<file path="src/rtl/led_flasher.sv">
// led_flasher: stretches single-cycle event pulses into visible LED flashes.
// Each flash lights the LED for ON_CYCLES clocks and then forces OFF_CYCLES of dark.
// Events arriving while a flash is running are counted in a saturating pending
// counter and replayed back-to-back. The overflow flag is sticky.
// Optional feature: define LED_FLASHER_STATS_EN to add a 16-bit flash_count output
// that counts completed ON phases. This counter is not cleared by 'clear'.
module led_flasher #(
    parameter int ON_CYCLES  = 12_500_000,
    parameter int OFF_CYCLES = 12_500_000,
    parameter int CW         = 24,
    parameter int QW         = 4
) (
    input  logic          clk,
    input  logic          rst_n,
    input  logic          event_pulse,
    input  logic          clear,
    output logic          led,
    output logic          busy,
    output logic [QW-1:0] pending,
    output logic          overflow
`ifdef LED_FLASHER_STATS_EN
    ,
    output logic [15:0]   flash_count
`endif
);

    typedef enum logic [1:0] {
        IDLE = 2'd0,
        ON   = 2'd1,
        OFF  = 2'd2
    } state_t;

    localparam logic [CW-1:0] ON_LAST   = CW'(ON_CYCLES - 1);
    localparam logic [CW-1:0] OFF_LAST  = CW'(OFF_CYCLES - 1);
    localparam logic [QW-1:0] PEND_MAX  = '1;

    state_t          state_q, state_d;
    logic [CW-1:0]   timer_q, timer_d;
    logic [QW-1:0]   pending_q, pending_d;
    logic            overflow_q, overflow_d;
    logic            led_q, busy_q;
    logic            enq, deq;
`ifdef LED_FLASHER_STATS_EN
    logic [15:0]     count_q, count_d;
`endif

    // Next-state logic: timer sequencing, flash chaining and pending-queue bookkeeping.
    always_comb begin
        state_d    = state_q;
        timer_d    = timer_q;
        pending_d  = pending_q;
        overflow_d = overflow_q;
        enq        = 1'b0;
        deq        = 1'b0;
`ifdef LED_FLASHER_STATS_EN
        count_d    = count_q;
`endif
        if (clear) begin
            // Abort wins over any same-cycle event; that event is simply dropped.
            state_d    = IDLE;
            timer_d    = '0;
            pending_d  = '0;
            overflow_d = 1'b0;
        end else begin
            unique case (state_q)
                IDLE: begin
                    if (event_pulse) begin
                        state_d = ON;
                        timer_d = '0;
                    end
                end
                ON: begin
                    enq = event_pulse;
                    if (timer_q == ON_LAST) begin
                        state_d = OFF;
                        timer_d = '0;
`ifdef LED_FLASHER_STATS_EN
                        count_d = count_q + 16'd1;
`endif
                    end else begin
                        timer_d = timer_q + CW'(1);
                    end
                end
                OFF: begin
                    enq = event_pulse;
                    if (timer_q == OFF_LAST) begin
                        timer_d = '0;
                        if (pending_q != '0) begin
                            // Queued work is served first; a same-cycle event then just re-fills the slot.
                            state_d = ON;
                            deq     = 1'b1;
                        end else if (event_pulse) begin
                            // Event on the final dark cycle starts the next flash directly.
                            state_d = ON;
                            enq     = 1'b0;
                        end else begin
                            state_d = IDLE;
                        end
                    end else begin
                        timer_d = timer_q + CW'(1);
                    end
                end
                default: begin
                    state_d = IDLE;
                    timer_d = '0;
                end
            endcase

            if (enq && !deq) begin
                if (pending_q == PEND_MAX) begin
                    overflow_d = 1'b1;
                end else begin
                    pending_d = pending_q + QW'(1);
                end
            end else if (deq && !enq) begin
                pending_d = pending_q - QW'(1);
            end
        end
    end

    // State, timer, queue and registered LED/busy outputs.
    always_ff @(posedge clk or negedge rst_n) begin
        if (!rst_n) begin
            state_q    <= IDLE;
            timer_q    <= '0;
            pending_q  <= '0;
            overflow_q <= 1'b0;
            led_q      <= 1'b0;
            busy_q     <= 1'b0;
`ifdef LED_FLASHER_STATS_EN
            count_q    <= 16'd0;
`endif
        end else begin
            state_q    <= state_d;
            timer_q    <= timer_d;
            pending_q  <= pending_d;
            overflow_q <= overflow_d;
            led_q      <= (state_d == ON);
            busy_q     <= (state_d != IDLE);
`ifdef LED_FLASHER_STATS_EN
            count_q    <= count_d;
`endif
        end
    end

    assign led      = led_q;
    assign busy     = busy_q;
    assign pending  = pending_q;
    assign overflow = overflow_q;
`ifdef LED_FLASHER_STATS_EN
    assign flash_count = count_q;
`endif

endmodule

</file>
<file path="config.mk">
export PLATFORM = sky130hd
export DESIGN_NAME = led_flasher
export DESIGN_NICKNAME = d
export VERILOG_FILES = /design/src/rtl/led_flasher.sv
export SDC_FILE = /design/constraint.sdc
export NUM_CORES = 1
export LEC_CHECK = 0
export CAP_MARGIN = 10
export CORE_MARGIN = 1.5
export CORE_UTILIZATION = 50
export DETAILED_ROUTE_END_ITERATION = 8
export PLACE_DENSITY = 0.69
export SLEW_MARGIN = 30
export SYNTH_ARGS = -nofsm -noshare
export SYNTH_HDL_FRONTEND = slang
export SYNTH_SLANG_ARGS = --single-unit
</file>
<file path="constraint.sdc">
create_clock -name clk -period 6.1 [get_ports clk]
set_clock_uncertainty 0.2 [all_clocks]
set_input_delay 1.22 -clock clk [delete_from_list [all_inputs] [get_ports clk]]
set_output_delay 1.22 -clock clk [all_outputs]
set_load 0.01 [all_outputs]
</file>
## Word level (Yosys, flattened, before mapping)

Cells that the tools add are included.

- Register bits: 33
- Input bits: 4
- Output and inout bits: 7

- Add/subtract/negate cells: 3
- Equal/unequal tests: 7
- Multiplexer cells: 26
- Reduce and logical (&&, ||, !) cells: 13

Operators by type and width:

| kind | number |
|---|---|
| 2-to-1 mux 24 bit | 3 |
| one-hot mux 24 bit (2 select lines) | 1 |
| adder 24 x 1 -> 24 bit, second input constant | 1 |
| == test 24 bit, second input constant | 1 |
| 2-to-1 mux 4 bit | 4 |
| 2-to-1 mux 1 bit | 12 |
| 2-to-1 mux 2 bit | 4 |
| != test 3 bit, second input constant | 2 |
| one-hot mux 2 bit (3 select lines) | 1 |
| nonzero test 2 bit | 3 |
| adder 4 x 1 -> 4 bit, second input constant | 1 |
| == test 2 x 1 -> 1 bit, second input constant | 2 |
| == test 4 bit, second input constant | 1 |
| AND reduction 2 bit | 2 |
| nonzero test 4 bit | 1 |
| subtractor 4 x 1 -> 4 bit, second input constant | 1 |
| nonzero test 3 bit | 1 |
| == test 2 bit, second input constant | 1 |
| logical AND 1 bit | 2 |
| logical NOT 1 bit | 2 |
| logical NOT 2 bit | 1 |
| one-hot mux 1 bit (2 select lines) | 1 |
| OR reduction 2 bit | 1 |

## Depth between registers and ports, before layout

Gate-level depths: netlist (run 1).

- Word-level depth: 10
- Mapped depth: 13
- Gate-level depth less buffers: 13

## Worst setup path after synthesis (run 1)

OpenSTA, ideal clock, no wires.

- Kind: input-to-reg
- Start point: input port event_pulse
- End point: register pending_q[3], in the netlist pending[3]
- Arrival: 2954 ps
- Slack: 2812 ps
- Stages on the path: 11
- Path buffers: 0
- Cells stage by stage: and2_1 > nand3_1 > nand2_1 > inv_1 > ha_1 > a21o_1 > a21oi_1 > nor2_1 > and3_1 > a311oi_1 > o21ai_0

- Cells in the longest elaborated chain, start to end: 8
- Elaborated cells between the ends (all ways): 12
- Classes of those cells: 1 x eq/ne; 6 x mux; 5 x reduce/logical

RTL lines:

| item | RTL line | source |
|---|---|---|
| from (decl) | 15 | `input logic event_pulse,` |
| 2-to-1 mux 1 bit | 88 | `if (pending_q != '0) begin` |
| 2-to-1 mux 1 bit | 86 | `if (timer_q == OFF_LAST) begin` |
| one-hot mux 1 bit (2 select lines) * | 65 | `unique case (state_q)` |
| 2-to-1 mux 1 bit * | 58 | `if (clear) begin` |
| logical NOT 1 bit | 115 | `end else if (deq && !enq) begin` |
| logical AND 1 bit | 115 |  |
| nonzero test 3 bit (no source line) | - |  |
| AND reduction 2 bit (no source line) | - |  |
| to (signal assigned) | 136 | `pending_q <= pending_d;` |
| to (decl) | 39 | `logic [QW-1:0] pending_q, pending_d;` |

Every way passes the cells marked *; elsewhere a longest branch is shown, timed or not. The select of a mux whose other input is x is not followed.
A chain may end at the register's enable or synchronous reset.

## Worst setup path after layout (run 1)

Ends and elaborated chain as after synthesis.

==> summary.txt, run 1 <==
Placed design
  – DP HPWL: 3150 um
  – Placed cells: 267
  – GPL Wtd Cong: 0.836
  – # port buffers: 10
  – Post-DP Area: 2130 um^2

Hold path
  – Hold path endpoint: overflow
  – Worst Hold Class: flip-flop to flip-flop
  – Worst Hold Depth: 2
  – Hold_sp: overflow

Pwr
  – Sequential Power Share: 50.4%
  – Net Sw Power: 106 uW
  – Switching Fraction: 23.9%
  – Clock power share: 41.3%
  – PwrDens: 198 nW/um^2
  – Leak: 0.936 nW
  – Peak supply drop: 171 uV
  – Logic pwr share: 8.2%
  – Cell internal pwr: 337 uW

Yosys
  – Synth area leaders: dfrtp_1, ha_1, o21ai_0, xor2_1, nand2_1
  – Yosys cell types: 53
  – Yosys reg bits: 33
  – Syn_area_per_cell: 9.38 um^2
  – EDFF count, synth: 0
  – FFs w/ async S/R, synth: 100%
  – Top cell type's share of synthesized area: 41.3%
  – Synth Cell Area: 2000 um^2
  – Dominant cell type by area after synthesis: dfrtp_1
  – Yosys warns: 0
  – Most used DFF post-synth: dfrtp_1
  – Syn Nets: 225
  – Cells after Synth: 213
  – Sequential-to-total area share from yosys stat: 41.3%

Layout
  – Reg area: 826 um^2
  – Finished Layout Cells: 275
  – Multi-input combinational cell area: 1120 um^2
  – Nets@finish: 238
  – Finished Cell Area: 2230 um^2
  – Share of cells above drive strength 1: 10.6%
  – Fillers: 346
  – Antenna Cells: 0
  – Layout area overhead: 11.8%

Clocking
  – H-tree levels: 2
  – Post-CTS Setup Repair Bufs: 0
  – CTS tree: yes
  – Register clock-pin slew on the reported worst setup and hold paths: 70 ps
  – Clock root buffer master: clkbuf_8
  – Post-cts resize count: 0
  – Clk_lat worst skew: 290 ps
  – CTS max path bufs: 2
  – Num CTS Buffers: 5
  – CTS Hold Bufs: 0
  – Clock sinks: 33

Drt
  – DR vias/cell: 6.10
  – Detailed-route wire length: 4350 um
  – Avg WL per Cell: 15.8 um
  – Routed vias: 1,677
  – Iter 0 DRT Violations: 74
  – Drt drc: 0
  – Post-DRT Antenna Nets: 0
  – DRT Pass-1 Iters: 4

Floorplan
  – Io pins: 11
  – Initial core utilization: 53.4%
  – Row count: 22
  – Die ar.: 4380 um^2
  – Core footprint: 3740 um^2
  – Die width: 66.2 um
  – Floorplan die height: 66.2 um

GRT
  – Pin count of the biggest net entering global routing: 34
  – Via count of the first global-routing pass: 1,616
  – GR Overflow Total: 0
  – GRT Util Overall: 22.6%
  – Initial antenna violation count: 0
  – First-pass GRT wire length: 7650 um

Setup path
  – Reg2reg end: pending[3]
  – Setup Crit Path Kind: primary input to flip-flop
  – WP data arrival: 3830 ps
  – Worst setup EP type: flip-flop
  – Startpoint Class: primary input
  – Reg2Reg Setup Slack: 2500 ps
  – Worst Path Required: 6070 ps
  – R2R depth: 13
  – CP Max Fanout: 6
  – Critical R2R Launch: timer_q[0]

Timing
  – Total negative slack: 0 ps
  – Hold Worst Slack: 311 ps
  – RSZ-0062 raised after global routing: false
  – Least-Margin Pin Slew: 932 ps
  – Tcrit/Tclk final: 63.3%
  – Setup Viol. Count Final: 0
  – Final hold vios: 0
  – Final Critical Period: 3860 ps
  – Rel. slew slack: 37.7%
  – Fmax: 0.259 GHz
  – Final slew viol count: 0

Run status
  – Status: complete, no violations

Run
  – Max-Cap Viols: 0
cell type report:
cell class	instances	share of cell area [%]
multi-input combinational	169	50.0
sequential	33	37.0
timing repair buffer	11	4.82
clock buffer	7	4.31
tap	48	2.69
inverter	6	1.01
clock inverter	1	0.224
how the worst max path moves through the flow:
stage | to | cells after the start | slack [ps] | from
3_3_place_gp | pending[3] | 12 | 2130 | event_pulse
6_report | pending[3] | 12 | 2240 | event_pulse
4_1_cts | pending[3] | 12 | 2260 | event_pulse
3_5_place_dp | pending[3] | 12 | 1950 | event_pulse
2_1_floorplan | pending[3] | 11 | 2810 | event_pulse
5_1_grt | pending[3] | 12 | 2060 | event_pulse
flip-flops by register name (all words and copies together), names as in the netlist:
signal and flops:
busy 1, led 1, overflow 1, pending 4, state_q 2, timer_q 24
stage by stage:
step                power (mW)  util, %  setup WS (ps)
floorplan                0.250        -           2810
global route             0.460     59.7           2060
detailed placement       0.264     57.0           1950
finish                   0.443     59.7           2240
CTS                      0.447     59.7           2260
global placement         0.263     57.0           2130
placed cells by master (no fill, tap or decap), types with 5 or more instances in the layout:
cell             synthesis  final
nor4_1                   6      6
a21oi_1                  9      9
nand4_1                 11     11
inv_1                    6      6
nor2_1                  18     18
xor2_1                   9      9
ha_1                     7      7
nand3_1                  7      7
a31oi_1                  5      5
clkbuf_8                 1      7
and3_1                   6      6
o21ai_0                 16     16
nand2_1                 20     20
clkdlybuf4s50_1          0     10
dfrtp_1                 33     33
routing by layer:
layer	share of wire [%]	GRT usage (%)	up-vias
met1	49	32.2	823
met4	1.3	6.89	0
met3	3.4	5.11	6
met5	0	0	-
met2	46	34.3	34
li1	-	-	814
worst max-delay path: stages:
cell             delay [ps]
clkdlybuf4s50_1         540
and2_1                  240
nand3_1                 180
nand2_1                 200
inv_1                   100
ha_1                    280
a21o_1                  180
a21oi_1                 290
nor2_1                   90
and3_1                  190
a311oi_1                220
o21ai_0                 110
kinds of logic (layout without fill, tap and decap cells):
logic type | after synthesis | after routing | share of synthesized area [%]
AO/OA/AOI/OAI | 51 | 51 | 17.3
XOR/XNOR | 13 | 13 | 5.70
adder cells (fa/ha/maj) | 8 | 8 | 5.38
buffers and inverters | 11 | 25 | 2.75
flip-flops | 33 | 33 | 41.3
AND/OR/NAND/NOR | 97 | 97 | 27.6
Yosys cell counts (2+ instances only):
cell type and number:
or4_1 2, o41ai_2 2, nor3_1 3, o22ai_1 2, and3_1 6, xor2_1 9
inv_1 6, nand2_1 20, o31ai_1 2, o21ai_0 16, a2bb2oi_1 2, xnor2_1 4
or3_1 4, a21o_2 2, nor2_1 18, nor4_1 6, and2_1 3, ha_1 7
buf_2 3, a31oi_1 5, and4bb_2 2, a21oi_1 9, nand4_1 11, dfrtp_1 33
nor2b_1 2, nand3_1 7
power groups by stage:
stage / Combinational (mW) / Sequential, mW / Clock, mW
floorplan: 0.0222 / 0.228 / 0
global placement: 0.0359 / 0.227 / 0
detailed placement: 0.0370 / 0.227 / 0
CTS: 0.0371 / 0.223 / 0.187
global route: 0.0412 / 0.223 / 0.196
finish: 0.0365 / 0.223 / 0.183
Power figures use the tool's default switching activity.
==> run 2, diff against run 1 <==
- PLACE_DENSITY: 0.69 -> 0.71
- clock period: 6.1 -> 3.2 ns (I/O delays scaled with it)
==> summary.txt, run 2 (synthesis results as in run 1) <==
Run status
  – Status: complete, no violations

Drt
  – Drt drc: 0
  – Post-DRT Antenna Nets: 0
  – Avg WL per Cell: 16.3 um
  – Iter 0 DRT Violations: 167
  – DR vias/cell: 6.14
  – DRT Pass-1 Iters: 4
  – Routed vias: 1,817
  – Detailed-route wire length: 4820 um

Timing
  – Hold Worst Slack: 310 ps
  – Setup Viol. Count Final: 0
  – Final hold vios: 0
  – Final slew viol count: 0
  – Least-Margin Pin Slew: 811 ps
  – Rel. slew slack: 45.4%
  – Fmax: 0.320 GHz
  – Final Critical Period: 3120 ps
  – Tcrit/Tclk final: 97.6%
  – PnR worst setup slack: 75.3 ps

Setup path
  – Critical-path top delay cell: or4_4
  – Critical R2R Launch: timer_q[7]
  – Reg2reg end: pending[3]
  – Worst setup EP type: flip-flop
  – Crit path from: timer_q[7]
  – CP Max Fanout: 4
  – R2R depth: 11
  – CP peak stage delay: 580 ps
  – Reg2Reg Setup Slack: 80 ps
  – Buf/Inv on CP: 1
  – Crit-path cells: or4_4 > o41ai_4 > nand2_1 > inv_1 > ha_1 > a21o_1 > a21oi_2 > nor2_1 > and3_1 > a311oi_2 > o21ai_1
  – Startpoint Class: flip-flop
  – Setup Crit Path Kind: flip-flop to flip-flop
  – Crit path max-delay family: compound AO/OA/AOI/OAI gates
  – WP data arrival: 3090 ps
  – Worst Path Required: 3170 ps

Layout
  – Max reg flops: 24
  – Most frequent cells in the layout: dfrtp_1, buf_4, nand2_1
  – Top reg by flops: timer_q
  – Antenna Cells: 0
  – Most common cell after layout, fill and taps aside: dfrtp_1
  – Layout area overhead: 21.6%
  – Share of cells above drive strength 1: 19.4%
  – Fillers: 324
  – Nets@finish: 259

Pwr
  – Peak supply drop: 293 uV
  – PwrDens: 351 nW/um^2
  – Leak: 1.05 nW

Hold path
  – Worst Hold Class: flip-flop to flip-flop
  – Hold path endpoint: overflow
  – Worst Hold Depth: 2
  – Hold_sp: overflow

Clocking
  – Clock root buffer master: clkbuf_8
  – CTS Hold Bufs: 0
  – CTS tree: yes
  – Clk_lat worst skew: 290 ps
  – Clock sinks: 33
  – Num CTS Buffers: 5
  – CTS max path bufs: 2
  – H-tree levels: 2
  – Register clock-pin slew on the reported worst setup and hold paths: 70 ps

Floorplan
  – Die width: 66.2 um
  – Die ar.: 4380 um^2
  – Floorplan die height: 66.2 um
  – Core footprint: 3740 um^2
  – Io pins: 11
  – Row count: 22
  – Initial core utilization: 53.4%

Placed design
  – # port buffers: 10
  – Place WS: 14.7 ps
  – GPL Wtd Cong: 0.914
  – DP HPWL: 3410 um

Run
  – Max-Cap Viols: 0

GRT
  – Initial antenna violation count: 0
  – Via count of the first global-routing pass: 1,769
  – GR Overflow Total: 0
  – GRT Util Overall: 24.2%
  – Pin count of the biggest net entering global routing: 34
  – First-pass GRT wire length: 8050 um
run 2: cell types whose count changed in the layout (fill, tap and decap cells not counted), sizes merged:
cell / previous run / this run
buf: 1 / 22
run 2: final cells by class:
cell class                      count  area (um^2)  share of cell area [%]
Multi-Input combinational cell    169         1150                    47.5
Sequential cell                    33          826                    34.0
Timing Repair Buffer               32          265                    10.9
Clock buffer                        7         96.3                    3.96
Tap cell                           48         60.1                    2.47
Inverter                            6         22.5                   0.927
Clock inverter                      1         5.00                   0.206
run 2: metal layers:
metal	GRT usage, %	share of wire [%]	vias up
li1	-	-	862
met1	33.0	46	897
met2	36.8	48	48
met3	6.98	4.5	10
met4	7.91	2.0	0
met5	0	0	-
run 2: how the worst max path moves through the flow:
stage	end	slack, ps	cells past startpoint
3_3_place_gp	pending[3]	170	12
3_5_place_dp	pending[3]	10	12
5_1_grt	pending[3]	-20	11
2_1_floorplan	pending[3]	90	13
4_1_cts	pending[3]	6	13
6_report	pending[3]	80	11
run 2: through the flow:
stage          total power [mW]  area (um^2)  TNS [ps]  util (%)  instances
2_1_floorplan             0.477         2000         0         -        213
3_3_place_gp              0.511         2250         0      60.2        283
3_5_place_dp              0.513         2250         0      60.2        283
4_1_cts                   0.857         2350         0      62.9        291
5_1_grt                   0.886         2430     -20.0      64.9        296
6_report                  0.852         2430         0      64.9        296
run 2: tightest hold or removal path: stages, from the launching register on:
cell and delay, ps:
dfrtp_1 350, nor2_1 50, nor2_1 80
run 2: power by group:
part           internal [mW]  switching (mW)
Combinational         0.0336          0.0478
Clock                  0.194           0.151
Sequential             0.422         0.00383
run 2: timing repair:
item	in CTS	in global routing
endpoints found under the setup margin	0	1
buffers inserted	0	5
resized for setup	0	7
==> run 3, diff against run 2 <==
- CORE_UTILIZATION: 50 -> 45
- PLACE_DENSITY: 0.71 -> 0.65
==> summary.txt, run 3 (synthesis results as in run 1) <==
Run status
  – Status: complete, no violations

Hold path
  – Worst Hold Depth: 2
  – Hold_sp: overflow
  – Worst Hold Class: flip-flop to flip-flop

Timing
  – Final slew viol count: 0
  – Fmax: 0.334 GHz
  – Final hold vios: 0
  – Final Critical Period: 2990 ps
  – Setup Viol. Count Final: 0
  – Total negative slack: 0 ps
  – Least-Margin Pin Slew: 635 ps
  – Rel. slew slack: 57.6%
  – Tcrit/Tclk final: 93.5%

Layout
  – Antenna Cells: 0
  – Finished Cell Area: 2370 um^2
  – Share of cells above drive strength 1: 16.9%
  – Most common cell after layout, fill and taps aside: dfrtp_1
  – Layout area overhead: 18.7%
  – Nets@finish: 253
  – Max reg flops: 24
  – Most frequent cells in the layout: dfrtp_1, nand2_1, nor2_1
  – Top reg by flops: timer_q

GRT
  – GRT Util Overall: 20.5%
  – First-pass GRT wire length: 7880 um
  – Via count of the first global-routing pass: 1,605
  – GR Overflow Total: 0
  – Initial antenna violation count: 0
  – Pin count of the biggest net entering global routing: 34

Clocking
  – Clk_lat worst skew: 290 ps
  – Clock root buffer master: clkbuf_8
  – CTS max path bufs: 2
  – H-tree levels: 2
  – CTS tree: yes
  – CTS Hold Bufs: 0
  – Num CTS Buffers: 5
  – Clock sinks: 33
  – Register clock-pin slew on the reported worst setup and hold paths: 80 ps

Setup path
  – Worst Setup EP: pending[3]
  – Reg2reg end: pending[3]
  – R2R depth: 11
  – CP peak stage delay: 580 ps
  – Crit path from: timer_q[7]
  – Worst Path Required: 3180 ps
  – Startpoint Class: flip-flop
  – Critical-path top delay cell: or4_4
  – Worst setup EP type: flip-flop
  – WP data arrival: 2970 ps
  – Crit-path cells: or4_4 > o41ai_4 > nand2_1 > inv_1 > ha_1 > a21o_1 > a21oi_2 > nor2_1 > and3_1 > a311oi_1 > o21ai_1
  – CP Max Fanout: 4
  – Setup Crit Path Kind: flip-flop to flip-flop
  – Reg2Reg Setup Slack: 210 ps
  – Critical R2R Launch: timer_q[7]

Floorplan
  – Floorplan die height: 69.6 um
  – Core footprint: 4320 um^2
  – Io pins: 11
  – Die ar.: 4850 um^2
  – Die width: 69.6 um
  – Row count: 24
  – Initial core utilization: 46.2%

Run
  – Max-Cap Viols: 0

Drt
  – Detailed-route wire length: 4520 um
  – Iter 0 DRT Violations: 140
  – DR vias/cell: 5.79
  – Drt drc: 0
  – Routed vias: 1,702
  – Post-DRT Antenna Nets: 0
  – Avg WL per Cell: 15.4 um
  – DRT Pass-1 Iters: 4

Pwr
  – Leak: 1.01 nW
  – PwrDens: 362 nW/um^2
  – Peak supply drop: 214 uV

Placed design
  – GPL Wtd Cong: 0.833
  – DP HPWL: 3240 um
  – # port buffers: 10
  – Post-DP Area: 2240 um^2
[run 3: cell types whose count changed in the layout (fill, tap and decap cells not counted)]
cell       before  now
o41ai_4         2    1
o41ai_2         0    1
a2111oi_0       0    1
a2111oi_1       1    0
buf_4          22   16
a311oi_2        1    0
a311oi_1        0    1
[run 3: routing by layer]
metal,up-vias,GRT usage [%],routed length (um)
met3,9,5.09,172
met5,-,0,0
met1,812,29.7,2230
met4,0,7.69,84
li1,851,-,-
met2,30,29.8,2030
[run 3: per-stage QoR]
stage | setup slack [ps] | hold WS, ps | cells | power (mW) | utilization [%]
6_report | 207 | 307 | 294 | 0.858 | 54.8
5_1_grt | -6.34 | 333 | 294 | 0.896 | 54.8
4_1_cts | 108 | 314 | 292 | 0.868 | 54.1
3_5_place_dp | 105 | 296 | 284 | 0.515 | 51.7
3_3_place_gp | 170 | 280 | 284 | 0.513 | 51.7
2_1_floorplan | 88.1 | 144 | 213 | 0.477 | -
[run 3: power by group]
part / total, mW / internal [mW] / switching, mW
Clock: 0.351 / 0.194 / 0.157
Sequential: 0.425 / 0.421 / 0.00352
Combinational: 0.0816 / 0.0342 / 0.0474
Total: 0.858 / 0.650 / 0.208
[run 3: critical path, delay by kind of cell, from the launching register on]
family / cells / cell delay, ps
AO/OA/AOI/OAI: 5 / 1050
adder cells (fa/ha/maj): 1 / 220
buffers and inverters: 1 / 90
flip-flops: 1 / 410
AND/OR/NAND/NOR: 4 / 910
[run 3: how the worst min path moves through the flow]
stage,end,slack [ps]
6_report,overflow,310
4_1_cts,overflow,310
2_1_floorplan,busy,140
5_1_grt,overflow,330
3_5_place_dp,overflow,300
3_3_place_gp,overflow,280
[run 3: cell type report]
cell class | instances | area [um^2]
clock inverter | 1 | 5.00
timing repair buffer | 26 | 220
multi-input combinational | 169 | 1140
sequential | 33 | 826
fill | 419 | 1950
clock buffer | 7 | 96.3
inverter | 6 | 22.5
tap | 52 | 65.1
[run 3: repair_timing]
action                                  in CTS  in global routing
gates resized for setup                      0                  4
endpoints found under the setup margin       0                  1
buffers inserted                             0                  2
